<file path="config.mk">
export PLATFORM = sky130hd
export DESIGN_NAME = redun_work_num_gen
export DESIGN_NICKNAME = d
export VERILOG_FILES = /design/src/rtl/redun_work_num_gen.sv
export SDC_FILE = /design/constraint.sdc
export NUM_CORES = 1
export LEC_CHECK = 0
export CAP_MARGIN = 20
export CORE_AREA = 4 4 121 209
export DETAILED_ROUTE_END_ITERATION = 10
export DIE_AREA = 0 0 125 213
export GPL_TIMING_DRIVEN = 1
export PLACE_DENSITY = 0.69
export SLEW_MARGIN = 15
export SYNTH_ARGS = -nofsm -noshare
export SYNTH_HDL_FRONTEND = slang
export SYNTH_SLANG_ARGS = --single-unit
</file>
<file path="constraint.sdc">
create_clock -name i_clk_20M -period 5.9 [get_ports i_clk_20M]
set_clock_uncertainty 0.15 [all_clocks]
set_input_delay 1.18 -clock i_clk_20M [delete_from_list [all_inputs] [get_ports i_clk_20M]]
set_output_delay 1.18 -clock i_clk_20M [all_outputs]
set_load 0.1 [all_outputs]
</file>
<file path="src/rtl/redun_work_num_gen.sv">
// Per-phase redundancy bitmap counter and working-link calculator.
// Serially counts bypassed modules per phase and raises a settle pulse.
module redun_work_num_gen #(
    parameter int          NUM_CH     = 3,
    parameter int          NUM_MODEL  = 18,
    parameter int          SETTLE_CYC = 250,
    parameter logic [15:0] MODE_INDEP = 16'h55AA
) (
    input  logic                   i_clk_20M,
    input  logic                   i_reset_n,
    input  logic [15:0]            i_LinkNum_Total,
    input  logic [15:0]            i_VCU_Mode,
    input  logic [NUM_CH*24-1:0]   i_redun_word,
    output logic [NUM_CH*6-1:0]    o_redun_num,
    output logic [NUM_CH*16-1:0]   o_LinkNum_Work,
    output logic [NUM_CH-1:0]      o_underflow,
    output logic                   o_valid,
    output logic                   o_redun_Syn
);

    localparam int SUMW = $clog2(NUM_CH * NUM_MODEL + 1);
    localparam int SCW  = (SETTLE_CYC > 1) ? $clog2(SETTLE_CYC) : 1;

    localparam logic [SCW-1:0] SC_LAST = SCW'(SETTLE_CYC - 1);
    localparam logic [4:0]     CNT_END = 5'(NUM_MODEL);
    localparam logic [23:0]    MASK    = 24'((25'd1 << NUM_MODEL) - 25'd1);

    typedef enum logic [1:0] {
        S_IDLE,
        S_WAIT,
        S_SYNC
    } state_t;

    logic [23:0]     r_word_reg [NUM_CH];
    logic [23:0]     r_word_d   [NUM_CH];
    logic [4:0]      r_cnt      [NUM_CH];
    logic [5:0]      r_tmp      [NUM_CH];
    logic [5:0]      r_num      [NUM_CH];
    logic [15:0]     r_work     [NUM_CH];
    logic [NUM_CH-1:0] r_done;
    logic [NUM_CH-1:0] r_unf;
    logic            r_valid;

    state_t          r_state;
    state_t          w_state_nxt;
    logic [SCW-1:0]  r_scnt;
    logic [SCW-1:0]  w_scnt_nxt;
    logic            w_syn;

    logic [NUM_CH-1:0] w_change;
    logic            w_any_change;
    logic [SUMW-1:0] w_sum;
    logic [16:0]     w_sub      [NUM_CH];
    logic [16:0]     w_total;
    logic            w_indep;

    // Change detect: registered word differs from its delayed copy
    always_comb begin
        w_change = '0;
        for (int c = 0; c < NUM_CH; c++) begin
            w_change[c] = (r_word_reg[c] != r_word_d[c]);
        end
        w_any_change = |w_change;
    end

    // Capture masked bitmaps and keep a one-clock-delayed copy
    always_ff @(posedge i_clk_20M) begin
        for (int c = 0; c < NUM_CH; c++) begin
            if (!i_reset_n) begin
                r_word_reg[c] <= '0;
                r_word_d[c]   <= '0;
            end else begin
                r_word_reg[c] <= i_redun_word[24*c +: 24] & MASK;
                r_word_d[c]   <= r_word_reg[c];
            end
        end
    end

    // Serial popcount, one bit per clock; zero word short-circuits
    always_ff @(posedge i_clk_20M) begin
        for (int c = 0; c < NUM_CH; c++) begin
            if (!i_reset_n) begin
                r_cnt[c]  <= '0;
                r_tmp[c]  <= '0;
                r_num[c]  <= '0;
                r_done[c] <= 1'b0;
            end else if (r_word_reg[c] == '0) begin
                r_cnt[c]  <= '0;
                r_tmp[c]  <= '0;
                r_num[c]  <= '0;
                r_done[c] <= 1'b1;
            end else if (w_change[c]) begin
                r_cnt[c]  <= '0;
                r_tmp[c]  <= '0;
                r_done[c] <= 1'b0;
            end else if (r_cnt[c] == CNT_END) begin
                r_num[c]  <= r_tmp[c];
                r_tmp[c]  <= '0;
                r_cnt[c]  <= '0;
                r_done[c] <= 1'b1;
            end else begin
                r_tmp[c] <= r_tmp[c] + 6'(r_word_reg[c][r_cnt[c]]);
                r_cnt[c] <= r_cnt[c] + 5'd1;
            end
        end
    end

    // Subtrahend per channel: own count or sum of all counts
    always_comb begin
        w_indep = (i_VCU_Mode == MODE_INDEP);
        w_total = {1'b0, i_LinkNum_Total};
        w_sum   = '0;
        for (int c = 0; c < NUM_CH; c++) begin
            w_sum = w_sum + SUMW'(r_num[c]);
        end
        for (int c = 0; c < NUM_CH; c++) begin
            w_sub[c] = w_indep ? 17'(r_num[c]) : 17'(w_sum);
        end
    end

    // Working links, clamped at zero with underflow flag
    always_ff @(posedge i_clk_20M) begin
        for (int c = 0; c < NUM_CH; c++) begin
            if (!i_reset_n) begin
                r_work[c] <= '0;
                r_unf[c]  <= 1'b0;
            end else if (w_sub[c] > w_total) begin
                r_work[c] <= '0;
                r_unf[c]  <= 1'b1;
            end else begin
                r_work[c] <= 16'(w_total - w_sub[c]);
                r_unf[c]  <= 1'b0;
            end
        end
    end

    // All channels finished counting their current bitmaps
    always_ff @(posedge i_clk_20M) begin
        if (!i_reset_n) begin
            r_valid <= 1'b0;
        end else begin
            r_valid <= &r_done;
        end
    end

    // Settle FSM state and counter registers
    always_ff @(posedge i_clk_20M) begin
        if (!i_reset_n) begin
            r_state <= S_IDLE;
            r_scnt  <= '0;
        end else begin
            r_state <= w_state_nxt;
            r_scnt  <= w_scnt_nxt;
        end
    end

    // Settle FSM next state; any change restarts the settle window
    always_comb begin
        w_state_nxt = r_state;
        w_scnt_nxt  = r_scnt;
        w_syn       = 1'b0;
        unique case (r_state)
            S_IDLE: begin
                if (w_any_change) begin
                    w_state_nxt = S_WAIT;
                    w_scnt_nxt  = '0;
                end
            end
            S_WAIT: begin
                if (w_any_change) begin
                    w_scnt_nxt = '0;
                end else if (r_scnt == SC_LAST) begin
                    w_state_nxt = S_SYNC;
                    w_scnt_nxt  = '0;
                end else begin
                    w_scnt_nxt = r_scnt + 1'b1;
                end
            end
            S_SYNC: begin
                w_syn      = 1'b1;
                w_scnt_nxt = '0;
                if (w_any_change) begin
                    w_state_nxt = S_WAIT;
                end else begin
                    w_state_nxt = S_IDLE;
                end
            end
            default: begin
                w_state_nxt = S_IDLE;
                w_scnt_nxt  = '0;
            end
        endcase
    end

    // Flatten per-channel registers onto output buses
    always_comb begin
        o_redun_num    = '0;
        o_LinkNum_Work = '0;
        for (int c = 0; c < NUM_CH; c++) begin
            o_redun_num[6*c +: 6]     = r_num[c];
            o_LinkNum_Work[16*c +: 16] = r_work[c];
        end
    end

    assign o_underflow = r_unf;
    assign o_valid     = r_valid;
    assign o_redun_Syn = w_syn;

endmodule

</file>
---- After elaboration in Yosys (flattened, before gate mapping) ----
Memory sizes are Yosys's and may differ from the RTL's.
Cells that the tools add are included.
operators by class
  add/sub/neg operators ................... 12
  order comparisons ....................... 6
  equal/unequal tests ..................... 13
  multiplexer cells ....................... 141
  bitwise operators ....................... 42
  reduce and logical (&&, ||, !) cells .... 10
operators with widths
  kind                    count
  $mux W6                 21
  $mux W16                6
  $mux W1                 85
  $logic_not A24 Y1       3
  $mux W24                3
  $ne A24 B24 Y1          3
  $mux W5                 12
  $mux W18                3
  $gt A6 B16 Y1           3
  $sub A16 B6 Y16         3
  $or A1 B1 Y1            42
  $mux W8                 3
  $add A6 B1 Y6           3
  $lt A5 B6 Y1 const B    3
  $eq A16 B15 Y1 const B  1
  $pmux W8 S2             1
  $add A5 B1 Y5 const B   3
  $bmux W1 S5             3
  $eq A5 B5 Y1 const B    3
  $add A6 B6 Y6           2
  $reduce_bool A3 Y1      3
  $add A8 B1 Y8 const B   1
  $eq A8 B8 Y1 const B    1
  $mux W2                 3
  other kinds (7)         10
word-level totals
  register bits after elaboration ......... 17
  memory bits (writable) .................. 225
  logic and storage cells ................. 237
  memories kept ........................... 6
memory list
  memory      depth  width  rd ports  clocked after Yosys merged registers in  wr ports  RTL line  text
  r_word_d    3      24     3         0                                        3         35        logic [23:0] r_word_d [NUM_CH];
  r_word_reg  3      18     3         0                                        3         34        logic [23:0] r_word_reg [NUM_CH];
  r_work      3      16     3         0                                        3         39        logic [15:0] r_work [NUM_CH];
  r_num       3      6      3         0                                        3         38        logic [5:0] r_num [NUM_CH];
  r_tmp       3      6      3         0                                        3         37        logic [5:0] r_tmp [NUM_CH];
  r_cnt       3      5      3         0                                        3         36        logic [4:0] r_cnt [NUM_CH];

---- Longest topological paths before layout ----
Gate-level depths: netlist of run 1.
An unclocked memory read counts as a cell.
  word-level depth ........................ 10
  mapped depth ............................ 17

---- Least setup slack after synthesis of run 1 ----
No wires, ideal clock.
  kind .................................... reg2reg
  from .................................... mem r_num[0][1]
  to ...................................... mem r_work[1][11] (data pin)
  setup time .............................. 0.261 ns
  data arrival time ....................... 4.626 ns
  data required time ...................... 5.489 ns
  slack ................................... 0.863 ns
  stages on the path, launching flop included .. 18
  buffers on the path ..................... 1
  period minus slack after synthesis ...... 5.037 ns
  cells stage by stage .................... edfxtp_1 inv_1 fa_1 inv_1 ha_1 fa_1 a21o_1 a21oi_1 xnor3_1 xor2_1 nand2_1 xor2_1 ha_1 a31o_2 or4_4 nand2_2 buf_6 a21oi_1
RTL lines
  element      RTL line
  from (decl)  38
  to (decl)    39

==> qor.json, run 1 <==
{
  "crit_path_cell_trace": "inv_1 -> fa_1 -> inv_1 -> ha_1 -> fa_1 -> a21o_1 -> a21oi_1 -> xnor3_1 -> xor2_1 -> nand2_1 -> xor2_1 -> ha_1 -> a31o_2 -> nand2b_1 -> nand2_1 -> nor3b_1",
  "detailed_place.area_um2": 12600,
  "worst_setup_path_start_kind": "flip-flop",
  "postRouteWirelength_mm": 22.1,
  "post_cts_buffers": 0,
  "ctsResizeCount": 0,
  "clkSinkCount": 224,
  "routed-via-count": 7300,
  "critPathMaxFanout": 12,
  "grt_start_max_net_pins": 60,
  "rsz0062_at_grt": "no",
  "report.final.slew_viol_count": 0,
  "post_detailed_route_via_to_cell_ratio": 4.87,
  "count_of_flip_flops_with_a_built_in_enable_after_synthesis": 99,
  "fin_nets": 1331,
  "fraction_of_registers_with_async_set_reset_pct": 0,
  "die_height_um": 213,
  "insertedDiodeCount": 0,
  "fmaxAchievable_mhz": 209,
  "cts_buffers": 21,
  "met1_usage_pct": 16.8,
  "die-width_um": 125,
  "run_status": "complete, no violations",
  "crit_type": "reg -> reg",
  "seq_area_frac_synth_pct": 52.3,
  "tritoncts_clock_tree": "yes",
  "synth-warning-count": 0,
  "vdd.ir_drop.worst_uv": 245,
  "grt-busiest-layer": "met2",
  "post_synth_main_area_contributors": "sky130_fd_sc_hd__edfxtp_1, sky130_fd_sc_hd__dfxtp_1, sky130_fd_sc_hd__and2_1",
  "grt_antenna_before_repair": 0,
  "holdBufCountCts": 0,
  "power_density_relative_to_cell_area_nw_per_um2": 298,
  "hold_path.class": "reg -> reg",
  "path_buf_inv": 2,
  "worst-endpoint-required_ns": 6.06,
  "die_ar_um2": 26600,
  "timing_hold_violations_final": 0,
  "grt_use_met2_pct": 33.3,
  "gpl.final_weighted_congestion": 0.909,
  "worst_hold_slack_ns": 0.353,
  "buffer_ports.inserted": 158,
  "syn-instance-count": 946,
  "initial_utilization_pct": 44.5,
  "number_of_cell_instances_on_the_worst_register_to_register_path": 16,
  "timing.final.crit_period_ns": 4.78,
  "floorplan.io_pins": 177,
  "overflow": 0,
  "rows": 74,
  "clk_root_buffer_cell": "sky130_fd_sc_hd__clkbuf_16",
  "worst_slew_pin_slew_ns": 1.08,
  "dominantRegCellSynth": "sky130_fd_sc_hd__dfxtp_1",
  "cts-htree-levels": 1,
  "setup_violations": 0,
  "synth_seq_cells": 224,
  "via_count_of_the_first_global_routing_pass": 7567,
  "cap_violations": 0,
  "min_path_cells": 1,
  "final_antenna_net_count": 0,
  "share_of_the_synthesized_area_in_the_top_cell_type_pct": 28.4,
  "initialDrtViolationCount": 387,
  "timing.setup.tns_ns": 0,
  "clock_transition_time_at_the_flip_flop_clock_pins_of_the_worst_setup_and_hold_paths_ns": 0.06,
  "post-route-period-util_pct": 81.0,
  "grtUsageTotal_pct": 16.7,
  "power_leakage_nw": 5.16,
  "flow.area_growth_from_synthesis_pct": 26.7,
  "post_synth.cell_area_avg_um2": 11.1,
  "critical_path.top_delay_family": "adder cells",
  "routed_wirelength_normalized_by_instance_count_um": 14.8,
  "synth_top_area_cell": "sky130_fd_sc_hd__edfxtp_1",
  "synthDistinctLibCells": 52,
  "drc": 0,
  "first_pass_iters": 6,
  "critical_path_arrival_ns": 4.94,
  "grt_pass1_wl_mm": 36.5,
  "cpMaxStageDelayCell": "sky130_fd_sc_hd__fa_1",
  "fp.coreArea_um2": 23500,
  "stdcell_area_um2": 13300,
  "max_stage_delay_ns": 0.51,
  "end_kind": "flip-flop",
  "clock_path_buffers": 3,
  "use_met3_pct": 2.50,
  "slew-limit-headroom_pct": 27.5,
  "final_layout_size_suffix_gt1_share_pct": 6.53,
  "clk-insertion-delay-late_ns": 0.49,
  "logic_depth_of_the_worst_setup_path_including_buffers": 16,
  "syn_area_um2": 10500,
  "dp_hpwl_mm": 17.1
}
metrics by stage:
| stage | worst slack, ns | total power, W | util, % | cells |
|---|---|---|---|---|
| finish | 1.12 | 0.00395 | 56.4 | 1498 |
| global route | 0.792 | 0.00414 | 56.4 | 1498 |
| CTS | 0.987 | 0.00401 | 56.4 | 1498 |
| detailed placement | 0.837 | 0.00270 | 53.6 | 1461 |
| global placement | 0.896 | 0.00269 | 53.6 | 1461 |
| floorplan | 0.863 | 0.00246 | - | 1026 |
cells by family (layout without fill, tap and decap cells):
group | after synthesis | count (layout) | synth area share (%)
XOR/XNOR | 110 | 110 | 9.33
buffers and inverters | 58 | 226 | 2.40
other | 1 | 81 | 0.0358
adder cells (fa/ha/maj) | 45 | 45 | 6.02
AO/OA/AOI/OAI | 74 | 74 | 4.43
flip-flops | 224 | 224 | 52.3
AND/OR/NAND/NOR | 405 | 405 | 20.9
multiplexers | 29 | 29 | 4.60
cell usage after synthesis, drive strengths merged, types with 8 or more instances:
cell    count
xnor2      73
mux2i      11
nand3      18
a21oi      18
nor3       25
mux4       15
inv        26
nor4       18
buf         8
xor2       36
and2      129
clkbuf     24
and3       10
or4         8
fa          9
dfxtp     125
o21ai      19
nand2      37
edfxtp     99
or3        11
nor2      108
nand4      13
ha         36
placed cells by master, fill, tap and decap left out, types with 5 or more instances in the layout:
cell	n
sky130_fd_sc_hd__a21boi_0	6
sky130_fd_sc_hd__a21oi_1	18
sky130_fd_sc_hd__and2_1	129
sky130_fd_sc_hd__and3_1	10
sky130_fd_sc_hd__buf_4	5
sky130_fd_sc_hd__clkbuf_16	22
sky130_fd_sc_hd__clkdlybuf4s50_1	157
sky130_fd_sc_hd__clkinv_2	5
sky130_fd_sc_hd__conb_1	81
sky130_fd_sc_hd__dfxtp_1	125
sky130_fd_sc_hd__edfxtp_1	99
sky130_fd_sc_hd__fa_1	9
sky130_fd_sc_hd__ha_1	36
sky130_fd_sc_hd__inv_1	26
sky130_fd_sc_hd__mux2i_1	11
sky130_fd_sc_hd__mux4_2	15
sky130_fd_sc_hd__nand2_1	35
sky130_fd_sc_hd__nand2b_1	5
sky130_fd_sc_hd__nand3_1	18
sky130_fd_sc_hd__nand4_1	13
sky130_fd_sc_hd__nor2_1	108
sky130_fd_sc_hd__nor2b_1	6
sky130_fd_sc_hd__nor3_1	25
sky130_fd_sc_hd__nor4_1	18
sky130_fd_sc_hd__o21a_1	6
sky130_fd_sc_hd__o21ai_0	19
sky130_fd_sc_hd__o22ai_1	6
sky130_fd_sc_hd__or2_2	6
sky130_fd_sc_hd__or3_1	9
sky130_fd_sc_hd__xnor2_1	73
sky130_fd_sc_hd__xor2_1	36
per-layer routing:
layer	wire length, um	vias up
met5	0	-
met4	950	0
met3	1020	52
met2	12200	206
met1	7900	3376
li1	-	3666
where the power goes:
group	internal, W	switching (W)
Sequential	0.00172	0.0000609
Clock	0.000723	0.000563
Combinational	0.000319	0.000573
Total	0.00276	0.00120
layout make-up:
type,instances,area (um^2)
Fill cell,2083,10200
Inverter,26,97.6
Clock inverter,10,58.8
Clock buffer,27,599
Tap cell,304,380
Timing Repair Buffer,163,1610
Sequential cell,224,5480
Multi-Input combinational cell,744,5040
path summary, 6_finish.rpt:
kind | from | to | slack [ns]
worst max-delay path | r_num[1][1] | r_work[2][3] | 1.12
worst min-delay path | r_word_reg[0][3] | r_word_d[0][3] | 0.35
worst max register to register | r_num[1][1] | r_work[2][3] | 1.12
worst min register to register | r_word_reg[0][3] | r_word_d[0][3] | 0.35
Note: power is estimated with default switching activity, not from simulation.
==> inputs of run 2 (changes only) <==
clock period = 5 ns   (was 5.9 ns; I/O delays follow)
==> qor.json, run 2 (synthesis gave the netlist of run 1 again) <==
{
  "worst_slew_pin_slew_ns": 1.03,
  "rsz0062_at_grt": "no",
  "most_common_cell_after_layout_fill_and_taps_aside": "sky130_fd_sc_hd__clkdlybuf4s50_1",
  "stdcell_area_um2": 13300,
  "timing_hold_violations_final": 0,
  "grt_antenna_before_repair": 0,
  "initial_utilization_pct": 44.5,
  "clkSinkCount": 224,
  "grtUsageTotal_pct": 16.7,
  "crit_type": "reg -> reg",
  "timing.setup.tns_ns": 0,
  "clk_root_buffer_cell": "sky130_fd_sc_hd__clkbuf_16",
  "cap_violations": 0,
  "die_height_um": 213,
  "flow.area_growth_from_synthesis_pct": 27.2,
  "power_leakage_nw": 5.18,
  "floorplan.io_pins": 177,
  "initialDrtViolationCount": 312,
  "fmaxAchievable_mhz": 215,
  "first_pass_iters": 4,
  "run_status": "complete, no violations",
  "postRouteWirelength_mm": 22.2,
  "rows": 74,
  "vdd.ir_drop.worst_uv": 274,
  "slew-limit-headroom_pct": 31.1,
  "fp.coreArea_um2": 23500,
  "post_cts_buffers": 0,
  "routed_wirelength_normalized_by_instance_count_um": 14.8,
  "drc": 0,
  "end_kind": "flip-flop",
  "power_density_relative_to_cell_area_nw_per_um2": 354,
  "grt_pass1_wl_mm": 36.2,
  "mostFrequentLayoutCells": "sky130_fd_sc_hd__clkdlybuf4s50_1, sky130_fd_sc_hd__and2_1, sky130_fd_sc_hd__dfxtp_1",
  "critPathMaxFanout": 12,
  "report.final.slew_viol_count": 0,
  "routed-via-count": 7322,
  "timing.final.crit_period_ns": 4.65,
  "fin_nets": 1334,
  "clock_transition_time_at_the_flip_flop_clock_pins_of_the_worst_setup_and_hold_paths_ns": 0.06,
  "clk-insertion-delay-late_ns": 0.50,
  "critical_path_arrival_ns": 4.74,
  "worst-endpoint-required_ns": 5.09,
  "holdBufCountCts": 0,
  "grt_start_max_net_pins": 63,
  "clock_path_buffers": 3,
  "setup_violations": 0,
  "buffer_ports.inserted": 158,
  "post-route-period-util_pct": 93.0,
  "via_count_of_the_first_global_routing_pass": 7432,
  "insertedDiodeCount": 0,
  "gpl.final_weighted_congestion": 0.924,
  "dp_hpwl_mm": 17.5,
  "cts-htree-levels": 1,
  "cts_buffers": 21,
  "die_ar_um2": 26600,
  "tritoncts_clock_tree": "yes",
  "detailed_place.area_um2": 12600,
  "post_detailed_route_via_to_cell_ratio": 4.87,
  "final_layout_size_suffix_gt1_share_pct": 6.68,
  "hold_path.class": "reg -> reg",
  "die-width_um": 125,
  "final_antenna_net_count": 0,
  "ctsResizeCount": 0,
  "worst_setup_path_start_kind": "flip-flop",
  "overflow": 0
}
run 2: cell types whose count changed in the layout (fill, tap and decap cells not counted):
cell / change
sky130_fd_sc_hd__buf_4: +3
sky130_fd_sc_hd__clkinv_2: -3
sky130_fd_sc_hd__clkbuf_1: +2
sky130_fd_sc_hd__inv_4: -2
sky130_fd_sc_hd__bufinv_16: +1
sky130_fd_sc_hd__clkbuf_2: +1
sky130_fd_sc_hd__clkbuf_8: -1
sky130_fd_sc_hd__clkinv_4: +1
sky130_fd_sc_hd__inv_2: +1
sky130_fd_sc_hd__inv_6: +1
run 2: per-stage QoR:
stage          hold WS, ns  power [W]  worst slack [ns]  instances  util (%)
2_1_floorplan        0.299    0.00290          0.000647       1026         -
3_5_place_dp         0.335    0.00320             0.194       1464      53.7
5_1_grt              0.371    0.00493            0.0500       1502      56.6
4_1_cts              0.344    0.00478             0.309       1502      56.6
6_report             0.349    0.00471             0.349       1502      56.6
3_3_place_gp         0.331    0.00318             0.250       1464      53.7
run 2: final cells by class:
| class | count | area [um^2] |
|---|---|---|
| Multi-Input combinational cell | 744 | 5040 |
| Fill cell | 2077 | 10200 |
| Inverter | 26 | 97.6 |
| Sequential cell | 224 | 5480 |
| Timing Repair Buffer | 166 | 1640 |
| Tap cell | 304 | 380 |
| Clock inverter | 9 | 82.6 |
| Clock buffer | 29 | 598 |
run 2: routing by layer:
metal | part of all wire (%) | GRT usage [%]
met3 | 4.6 | 2.53
met1 | 35 | 16.6
met5 | 0 | 0
met2 | 56 | 33.4
met4 | 4.6 | 7.71
run 2: worst paths after layout:
path	start	endpoint	slack, ns	cells after the start
max reg2reg	r_num[1][1]	r_work[1][5]	0.35	16
min reg2reg	r_scnt[6]	r_scnt[6]	0.35	1
max	r_num[1][1]	r_work[1][5]	0.35	16
min	r_scnt[6]	r_scnt[6]	0.35	1
run 2: critical path: stages, from the launching register on:
cell,delay [ns]
sky130_fd_sc_hd__edfxtp_1,0.36
sky130_fd_sc_hd__inv_1,0.10
sky130_fd_sc_hd__fa_1,0.53
sky130_fd_sc_hd__inv_1,0.05
sky130_fd_sc_hd__ha_1,0.22
sky130_fd_sc_hd__fa_1,0.41
sky130_fd_sc_hd__a21o_1,0.18
sky130_fd_sc_hd__a21oi_1,0.24
sky130_fd_sc_hd__xnor3_1,0.31
sky130_fd_sc_hd__xor2_1,0.14
sky130_fd_sc_hd__nand2_1,0.08
sky130_fd_sc_hd__xor2_1,0.15
sky130_fd_sc_hd__ha_1,0.33
sky130_fd_sc_hd__a31o_2,0.29
sky130_fd_sc_hd__or4_4,0.50
sky130_fd_sc_hd__nand2_2,0.26
sky130_fd_sc_hd__nor3_1,0.10
run 2: where the power goes:
part | switching (W) | internal (W)
Clock | 0.000661 | 0.000898
Combinational | 0.000678 | 0.000379
Sequential | 0.0000709 | 0.00202
Total | 0.00141 | 0.00330
